File: src/rtl/mips32_loader_pkg.sv
// Shared definitions for the MIPS32 program loader: FSM state encoding,
// word/byte geometry.
package mips32_loader_pkg;

    localparam int unsigned BYTES_PER_WORD = 4;
    localparam int unsigned WORD_W         = 32;
    localparam int unsigned BYTE_W         = 8;
    localparam int unsigned IDX_W          = $clog2(BYTES_PER_WORD);

    typedef enum logic [2:0] {
        IDLE  = 3'd0,
        RECV  = 3'd1,
        WRITE = 3'd2,
        CHECK = 3'd3,
        DONE  = 3'd4
    } state_t;

endpackage

File: src/rtl/mips32_loader_assembler.sv
// Byte-to-word assembler for the program loader: big-endian shift register,
// byte index within the current word and running mod-256 checksum.
//   clk, reset : clock, asynchronous active-high reset
//   clear      : restart a load (index and checksum to zero)
//   shift_en   : accept data as the next byte of the stream
//   data       : incoming byte
//   word_c     : word as it will be after shifting in data (combinational)
//   last_c     : data completes the current word (combinational)
//   sum        : checksum of all bytes shifted in since clear
module mips32_loader_assembler
    import mips32_loader_pkg::*;
(
    input  logic              clk,
    input  logic              reset,
    input  logic              clear,
    input  logic              shift_en,
    input  logic [BYTE_W-1:0] data,
    output logic [WORD_W-1:0] word_c,
    output logic              last_c,
    output logic [BYTE_W-1:0] sum
);

    logic [WORD_W-1:0] word_q;
    logic [IDX_W-1:0]  idx_q;

    // First byte ends up in bits 31:24 after four shifts.
    assign word_c = {word_q[WORD_W-BYTE_W-1:0], data};
    assign last_c = (idx_q == IDX_W'(BYTES_PER_WORD - 1));

    // Index wraps naturally after the fourth byte.
    always_ff @(posedge clk or posedge reset) begin
        if (reset) begin
            word_q <= '0;
            idx_q  <= '0;
            sum    <= '0;
        end else if (clear) begin
            word_q <= '0;
            idx_q  <= '0;
            sum    <= '0;
        end else if (shift_en) begin
            word_q <= word_c;
            idx_q  <= idx_q + IDX_W'(1);
            sum    <= sum + data;
        end
    end

endmodule

File: src/rtl/mips32_program_loader.sv
// Run-time instruction-memory loader for the single-cycle MIPS32 core.
// Receives a byte stream, writes big-endian words to consecutive addresses,
// verifies a trailing checksum byte and stalls the CPU while loading.
//   clk, reset            : clock, asynchronous active-high reset
//   start                 : begin a load (honoured in IDLE/DONE only)
//   base_addr, word_count : load geometry, latched on start
//   in_valid, in_data     : byte stream; in_ready accepts (decoded from state)
//   mem_we/addr/wdata     : instruction-memory write port, one pulse per word
//   cpu_hold, busy        : high for the whole load
//   done                  : one-cycle pulse after the checksum byte
//   error                 : checksum mismatch, held until the next start
module mips32_program_loader
    import mips32_loader_pkg::*;
#(
    parameter int unsigned ADDR_W = 8,
    parameter int unsigned CNT_W  = 9
) (
    input  logic              clk,
    input  logic              reset,
    input  logic              start,
    input  logic [ADDR_W-1:0] base_addr,
    input  logic [CNT_W-1:0]  word_count,
    input  logic              in_valid,
    input  logic [BYTE_W-1:0] in_data,
    output logic              in_ready,
    output logic              mem_we,
    output logic [ADDR_W-1:0] mem_addr,
    output logic [WORD_W-1:0] mem_wdata,
    output logic              cpu_hold,
    output logic              busy,
    output logic              done,
    output logic              error
);

    state_t             state, state_nxt;
    logic [ADDR_W-1:0]  addr_q, addr_nxt;
    logic [CNT_W-1:0]   remain_q, remain_nxt;
    logic               mem_we_nxt, busy_nxt, done_nxt, error_nxt;
    logic [ADDR_W-1:0]  mem_addr_nxt;
    logic [WORD_W-1:0]  mem_wdata_nxt;
    logic               hs_c, asm_clear_c, asm_shift_c, last_c;
    logic [WORD_W-1:0]  word_c;
    logic [BYTE_W-1:0]  sum;

    assign in_ready = (state == RECV) || (state == CHECK);
    assign hs_c     = in_valid & in_ready;

    mips32_loader_assembler u_asm (
        .clk      (clk),
        .reset    (reset),
        .clear    (asm_clear_c),
        .shift_en (asm_shift_c),
        .data     (in_data),
        .word_c   (word_c),
        .last_c   (last_c),
        .sum      (sum)
    );

    // Next state and next registered outputs; write port is loaded on the
    // transition into WRITE so it is valid during the WRITE cycle.
    always_comb begin
        state_nxt     = state;
        addr_nxt      = addr_q;
        remain_nxt    = remain_q;
        mem_we_nxt    = 1'b0;
        mem_addr_nxt  = mem_addr;
        mem_wdata_nxt = mem_wdata;
        done_nxt      = 1'b0;
        error_nxt     = error;
        asm_clear_c   = 1'b0;
        asm_shift_c   = 1'b0;

        unique case (state)
            IDLE, DONE: begin
                state_nxt = IDLE;
                if (start) begin
                    addr_nxt    = base_addr;
                    remain_nxt  = word_count;
                    asm_clear_c = 1'b1;
                    error_nxt   = 1'b0;
                    state_nxt   = (word_count != '0) ? RECV : CHECK;
                end
            end
            RECV: begin
                if (hs_c) begin
                    asm_shift_c = 1'b1;
                    if (last_c) begin
                        state_nxt     = WRITE;
                        mem_we_nxt    = 1'b1;
                        mem_addr_nxt  = addr_q;
                        mem_wdata_nxt = word_c;
                    end
                end
            end
            WRITE: begin
                addr_nxt   = addr_q + ADDR_W'(1);
                remain_nxt = remain_q - CNT_W'(1);
                state_nxt  = (remain_q != CNT_W'(1)) ? RECV : CHECK;
            end
            CHECK: begin
                if (hs_c) begin
                    error_nxt = (in_data != sum);
                    done_nxt  = 1'b1;
                    state_nxt = DONE;
                end
            end
            default: state_nxt = IDLE;
        endcase

        busy_nxt = (state_nxt == RECV) || (state_nxt == WRITE) || (state_nxt == CHECK);
    end

    always_ff @(posedge clk or posedge reset) begin
        if (reset) begin
            state     <= IDLE;
            addr_q    <= '0;
            remain_q  <= '0;
            mem_we    <= 1'b0;
            mem_addr  <= '0;
            mem_wdata <= '0;
            cpu_hold  <= 1'b0;
            busy      <= 1'b0;
            done      <= 1'b0;
            error     <= 1'b0;
        end else begin
            state     <= state_nxt;
            addr_q    <= addr_nxt;
            remain_q  <= remain_nxt;
            mem_we    <= mem_we_nxt;
            mem_addr  <= mem_addr_nxt;
            mem_wdata <= mem_wdata_nxt;
            cpu_hold  <= busy_nxt;
            busy      <= busy_nxt;
            done      <= done_nxt;
            error     <= error_nxt;
        end
    end

endmodule

File: config.mk
export PLATFORM = sky130hd
export DESIGN_NAME = mips32_program_loader
export DESIGN_NICKNAME = d
export VERILOG_FILES = /design/src/rtl/mips32_loader_pkg.sv /design/src/rtl/mips32_loader_assembler.sv /design/src/rtl/mips32_program_loader.sv
export SDC_FILE = /design/constraint.sdc
export NUM_CORES = 1
export LEC_CHECK = 0
export ABC_AREA = 1
export BUFFER_PORTS_ARGS = -buffer_cell sky130_fd_sc_hd__buf_2
export CORE_MARGIN = 2
export CORE_UTILIZATION = 60
export DETAILED_ROUTE_END_ITERATION = 10
export HOLD_SLACK_MARGIN = 0.08
export MAX_ROUTING_LAYER = met4
export PLACE_DENSITY = 0.85
export SYNTH_ARGS = -nofsm -noshare
export SYNTH_HDL_FRONTEND = slang
export SYNTH_SLANG_ARGS = --single-unit
File: constraint.sdc
create_clock -name clk -period 8.9 [get_ports clk]
set_clock_uncertainty 0.05 [all_clocks]
set_input_delay 1.335 -clock clk [delete_from_list [all_inputs] [get_ports clk]]
set_output_delay 1.335 -clock clk [all_outputs]
set_load 0.01 [all_outputs]
==> results of run 1 <==
-- per-layer routing --
metal	vias up	wire [um]
met2	120	4660
met1	1772	4490
met5	-	0
met4	0	163
met3	16	462
li1	1831	-
-- placed cells by master (no fill, tap or decap), types with 3 or more instances in the layout --
cell        instances
a21oi_1             6
nand4_1             6
dfrtp_1            98
o21ai_1             5
buf_2              74
nor2_1             25
nand2_1           140
nand3_1            29
o22ai_1            26
nor3_1              4
clkinvlp_4          3
ha_1               11
xor2_1              3
clkbuf_8           11
o21ai_0            49
o211ai_1            7
inv_2               6
inv_1              75
-- registers in the layout, summed over array words and instances, names as in the netlist --
register and flops:
mem_wdata 32, u_asm.word_q 24, remain_q 9, addr_q 8, mem_addr 8, u_asm.sum 8
state 3, u_asm.idx_q 2, busy 1, done 1, error 1, mem_we 1
-- worst max-delay path by stage --
stage                               to  cells after the start
after floorplan              addr_q[0]                      1
after global placement    u_asm.sum[0]                      6
after CTS                 u_asm.sum[0]                      6
final                     u_asm.sum[0]                      6
after detailed placement  u_asm.sum[0]                      6
after global routing      u_asm.sum[0]                      6
-- area by class of cell --
type | count | area, um2
sequential | 98 | 2450
fill | 589 | 2160
multi-input combinational | 328 | 1660
timing repair buffer | 75 | 378
inverter | 82 | 310
clock buffer | 11 | 151
tap | 99 | 124
clock inverter | 5 | 61.3
-- power breakdown --
| part | leakage, nW | total (mW) | switching, mW | internal [mW] |
|---|---|---|---|---|
| registers | 1.26 | 0.747 | 0.110 | 0.637 |
| logic | 1.35 | 0.707 | 0.451 | 0.256 |
| clock network | 0.0982 | 0.300 | 0.154 | 0.146 |
| total | 2.71 | 1.75 | 0.715 | 1.04 |
-- critical path, cell delays in order --
cell	delay, ps
buf_2	140
nand2_1	720
nand2_2	560
inv_2	300
nand2_1	90
o21ai_0	80
-- cells in the mapped netlist (all sizes together), types with 7 or more instances --
cell	instances	area, um2
inv	82	308
ha	11	138
nand3	30	155
o21ai	54	270
nand4	7	58.8
dfrtp	98	2450
o22ai	26	163
o211ai	7	52.6
buf	12	88.8
nand2	142	538
nor2	26	105
-- logic make-up (layout without fill, tap and decap cells) --
family / count (synthesis) / after routing / synth area share (%)
xor gates and xnor gates: 3 / 3 / 0.580
adders and majority gates: 12 / 12 / 3.48
DFF: 98 / 98 / 54.1
and+or+nand+nor: 214 / 214 / 20.2
AOI/OAI and AO/OA: 99 / 99 / 12.4
buffers and inverters: 100 / 173 / 9.25
-- metrics by stage --
step | power, mW | setup slack, ps | area [um2]
after global placement | 1.41 | 5680 | 4920
final | 1.75 | 5890 | 5140
after floorplan | 1.25 | 4950 | 4530
after detailed placement | 1.45 | 5570 | 4920
after global routing | 1.89 | 5730 | 5140
after CTS | 1.75 | 5950 | 5140
==> summary.txt, run 1 <==
DR vias/cell = 5.36
RR Endpoint = u_asm.sum[0]
row count = 31
FFs w/ async S/R, synth = 100%
Detail Route Antenna Nets = 0
hold depth = 2
Reg-to-Reg Start = state[1]
setup_tns = 0 ps
routing usage on met1 = 35.6%
Seq/Total Area, Yosys = 54.1%
Avg WL per Cell = 14.0 um
Crit. End Element = register
die area = 8260 um2
endpoints failing setup = 0
post-CTS sizing = 0
Post-CTS Setup Bufs = 0
Cells after DPL = 682
routing usage on met3 = 3.67%
status = complete, no violations
grt ovf = 0
clk sinks = 98
Cells after Synth = 526
Post-Layout Cell Count = 698
number of port buffers = 74
Worst R2R Setup Slack = 6390 ps
R2R cell count = 6
EDFF count, synth = 0
DRT Pass-1 Iters = 4
number of global-route vias before repair = 3,403
largest net degree at the start of global routing = 83
cell area power density = 342 nW/um2
P&R area growth vs syn = 13.4%
I/O pin count = 75
DR iter-0 viols = 300
Total GRT Usage = 25.4%
n_diodes = 0
final net count = 635
worst slew pin tran = 992 ps
#FFs+latches synth = 98
met2 Use GR = 38.5%
share of cells above drive strength 1 = 17.7%
final worst path period share = 33.8%
Crit Path Max Fanout = 29
hold endpoint = mem_wdata[28]
Peak Freq = 0.332 GHz
peak supply drop = 0.150 mV
Syn Nets = 567
Lkg Pwr = 2.71 nW
via count = 3,739
H-tree Lvls = 3
RSZ-0062 raised after global routing = false
CTS buffer count = 9
chip width = 90.9 um
crit path from = in_valid
clk_lat worst skew = 360 ps
Hold Slack = 436 ps
Final GP Congestion = 0.907
CTS root buf = clkbuf_8
Die H = 90.9 um
core area = 7290 um2
critical path data required time = 9110 ps
Final Critical Period = 3010 ps
TritonCTS clock tree = built
HPWL Detailed = 6650 um
Synth Cell Area = 4530 um2
Pins Over Slew Limit = 0
Post-Route WL = 9770 um
hold_buf cts = 0
# Max-Cap Violations = 0
Setup CP Type = in2reg
Clock Tree Buf Depth = 2
Finished Core Util = 70.4%
Critical Path AT = 3220 ps
initial core utilization = 62.1%
antenna violations before repair = 0
first-pass GRT wire length = 16,200 um
DRC = 0
gr busiest metal = met2
HP Class = reg2reg
Worst Setup Start Kind = input pin
clock-pin slew on the worst setup and hold paths = 90 ps
Avg Cell Area, Syn = 8.61 um2
Hold Startpoint = mem_wdata[28]
relative slew slack = 33.9%
Hold Vio Cnt, Final = 0
Yosys cell types = 32
top_reg_cell synth = dfrtp_1
count of yosys warnings during synthesis = 0
Note: power is estimated with default switching activity, not from simulation.
==> inputs of run 2 (changes only) <==
--- a/config.mk
+++ b/config.mk
@@ -8,11 +8,11 @@
 export ABC_AREA = 1
 export BUFFER_PORTS_ARGS = -buffer_cell sky130_fd_sc_hd__buf_2
 export CORE_MARGIN = 2
-export CORE_UTILIZATION = 60
+export CORE_UTILIZATION = 51
 export DETAILED_ROUTE_END_ITERATION = 10
 export HOLD_SLACK_MARGIN = 0.08
 export MAX_ROUTING_LAYER = met4
-export PLACE_DENSITY = 0.85
+export PLACE_DENSITY = 0.77
 export SYNTH_ARGS = -nofsm -noshare
 export SYNTH_HDL_FRONTEND = slang
 export SYNTH_SLANG_ARGS = --single-unit
==> constraint.sdc (replaced) <==
create_clock -name clk -period 2.7 [get_ports clk]
set_clock_uncertainty 0.05 [all_clocks]
set_input_delay 0.405 -clock clk [delete_from_list [all_inputs] [get_ports clk]]
set_output_delay 0.405 -clock clk [all_outputs]
set_load 0.01 [all_outputs]
==> summary.txt, run 2 (synthesis gave the netlist of run 1 again) <==
H-tree Lvls = 3
DP Area = 4970 um2
cell area power density = 1130 nW/um2
Die H = 98.3 um
commonest non-fill, non-tap cell in the layout = nand2_1
initial core utilization = 52.2%
Top cell by count, worst path = nand2_1
Setup CP Type = reg2reg
Reg-to-Reg Start = state[1]
clock-pin slew on the worst setup and hold paths = 110 ps
worst path bufs/invs = 2
number of global-route vias before repair = 3,449
Worst R2R Setup Slack = 730 ps
Total GRT Usage = 21.5%
DR vias/cell = 5.17
share of cells above drive strength 1 = 18.1%
HP Class = in2async
DR iter-0 viols = 180
TritonCTS clock tree = built
Hold Vio Cnt, Final = 0
setup_tns = 0 ps
Final GP Congestion = 0.917
crit path cell chain = nor3_2, nand2_1, buf_4, nand2_2, inv_2, nand2_1, o21ai_0
CTS root buf = clkbuf_8
Pins Over Slew Limit = 0
status = complete, no violations
crit path from = state[1]
final net count = 638
Biggest register = mem_wdata
Crit. End Element = register
Crit Path Max Fanout = 29
grt ovf = 0
die area = 9650 um2
max FFs per register = 32
Post-CTS Setup Bufs = 0
via count = 3,673
clk_lat worst skew = 370 ps
P&R area growth vs syn = 14.9%
final worst path period share = 73.1%
Final Cell Area = 5200 um2
post-CTS sizing = 0
Post-Route WL = 9740 um
Hold Slack = 106 ps
most frequent cells in the layout = nand2_1 (140), dfrtp_1 (98), inv_1 (75)
Clock Tree Buf Depth = 2
HPWL Detailed = 6930 um
Critical Path AT = 2160 ps
endpoints failing setup = 0
core area = 8680 um2
Lkg Pwr = 2.74 nW
clk sinks = 98
worst slew pin tran = 764 ps
first-pass GRT wire length = 16,300 um
I/O pin count = 75
DRT Pass-1 Iters = 4
chip width = 98.3 um
# Max-Cap Violations = 0
Detail Route Antenna Nets = 0
peak supply drop = 0.465 mV
critical path data required time = 2890 ps
cell family with most CP delay = simple AND/OR/NAND/NOR gates
row count = 34
largest net degree at the start of global routing = 63
RSZ-0062 raised after global routing = false
hold_buf cts = 0
Final Critical Period = 1970 ps
n_diodes = 0
Avg WL per Cell = 13.7 um
number of port buffers = 74
CP max stage cell = dfrtp_1
DRC = 0
crit-path max cell delay = 470 ps
antenna violations before repair = 0
Peak Freq = 0.506 GHz
relative slew slack = 49.0%
Largest regs = mem_wdata: 32 flops, u_asm.word_q: 24 flops, remain_q: 9 flops
Worst Setup Start Kind = register
CTS buffer count = 9
==> run 2: changes by cell type in the layout (fill, tap and decap cells not counted) <==
cell,delta
clkinvlp_4,-2
clkbuf_8,-1
buf_4,+2
inv_4,-1
buf_12,+1
bufinv_16,+1
clkinv_4,+2
inv_6,+1
==> run 2: worst paths after layout <==
| check | end | depth (start not counted) |
|---|---|---|
| worst max-delay path | u_asm.sum[0] | 7 |
| worst min-delay path | mem_wdata[16] | 3 |
| worst max register to register | u_asm.sum[0] | 7 |
| worst min register to register | u_asm.idx_q[0] | 1 |
| max in group asynchronous | remain_q[7] | 3 |
| min in group clk | remain_q[1] | 3 |
==> run 2: through the flow <==
stage / util [%] / std cells / setup slack [ps] / total power, mW
finish: 60.0 / 710 / 725 / 5.86
global route: 60.0 / 710 / 572 / 6.34
CTS: 60.0 / 710 / 733 / 5.89
detailed placement: 57.3 / 694 / 749 / 4.80
global placement: 57.3 / 694 / 843 / 4.70
floorplan: - / 526 / 1080 / 4.10
==> run 2: worst register-to-register path, delay by kind of cell, from the launching register on <==
kind / cells / cell delay, ps
buffers and inverters: 2 / 420
DFF: 1 / 470
and+or+nand+nor: 4 / 840
AOI/OAI and AO/OA: 1 / 80
==> run 2: report_power, final <==
group / internal, mW / leakage (nW) / total (mW) / switching, mW
Clock: 0.557 / 0.117 / 1.09 / 0.528
Sequential: 2.10 / 1.26 / 2.45 / 0.351
Combinational: 0.856 / 1.36 / 2.33 / 1.47
Total: 3.51 / 2.74 / 5.86 / 2.35
==> run 2: routing by layer <==
| layer | GRT usage, % | share of wire [%] |
|---|---|---|
| met1 | 30.5 | 49 |
| met2 | 31.2 | 46 |
| met3 | 4.15 | 3.7 |
| met5 | - | 0 |
| met4 | 7.90 | 1.9 |
==> run 2: area by class of cell <==
class	count	area, um2
Clock buffer	10	138
Clock inverter	6	95.1
Fill cell	770	3470
Inverter	82	312
Multi-Input combinational cell	328	1660
Sequential cell	98	2450
Tap cell	108	135
Timing Repair Buffer	78	413
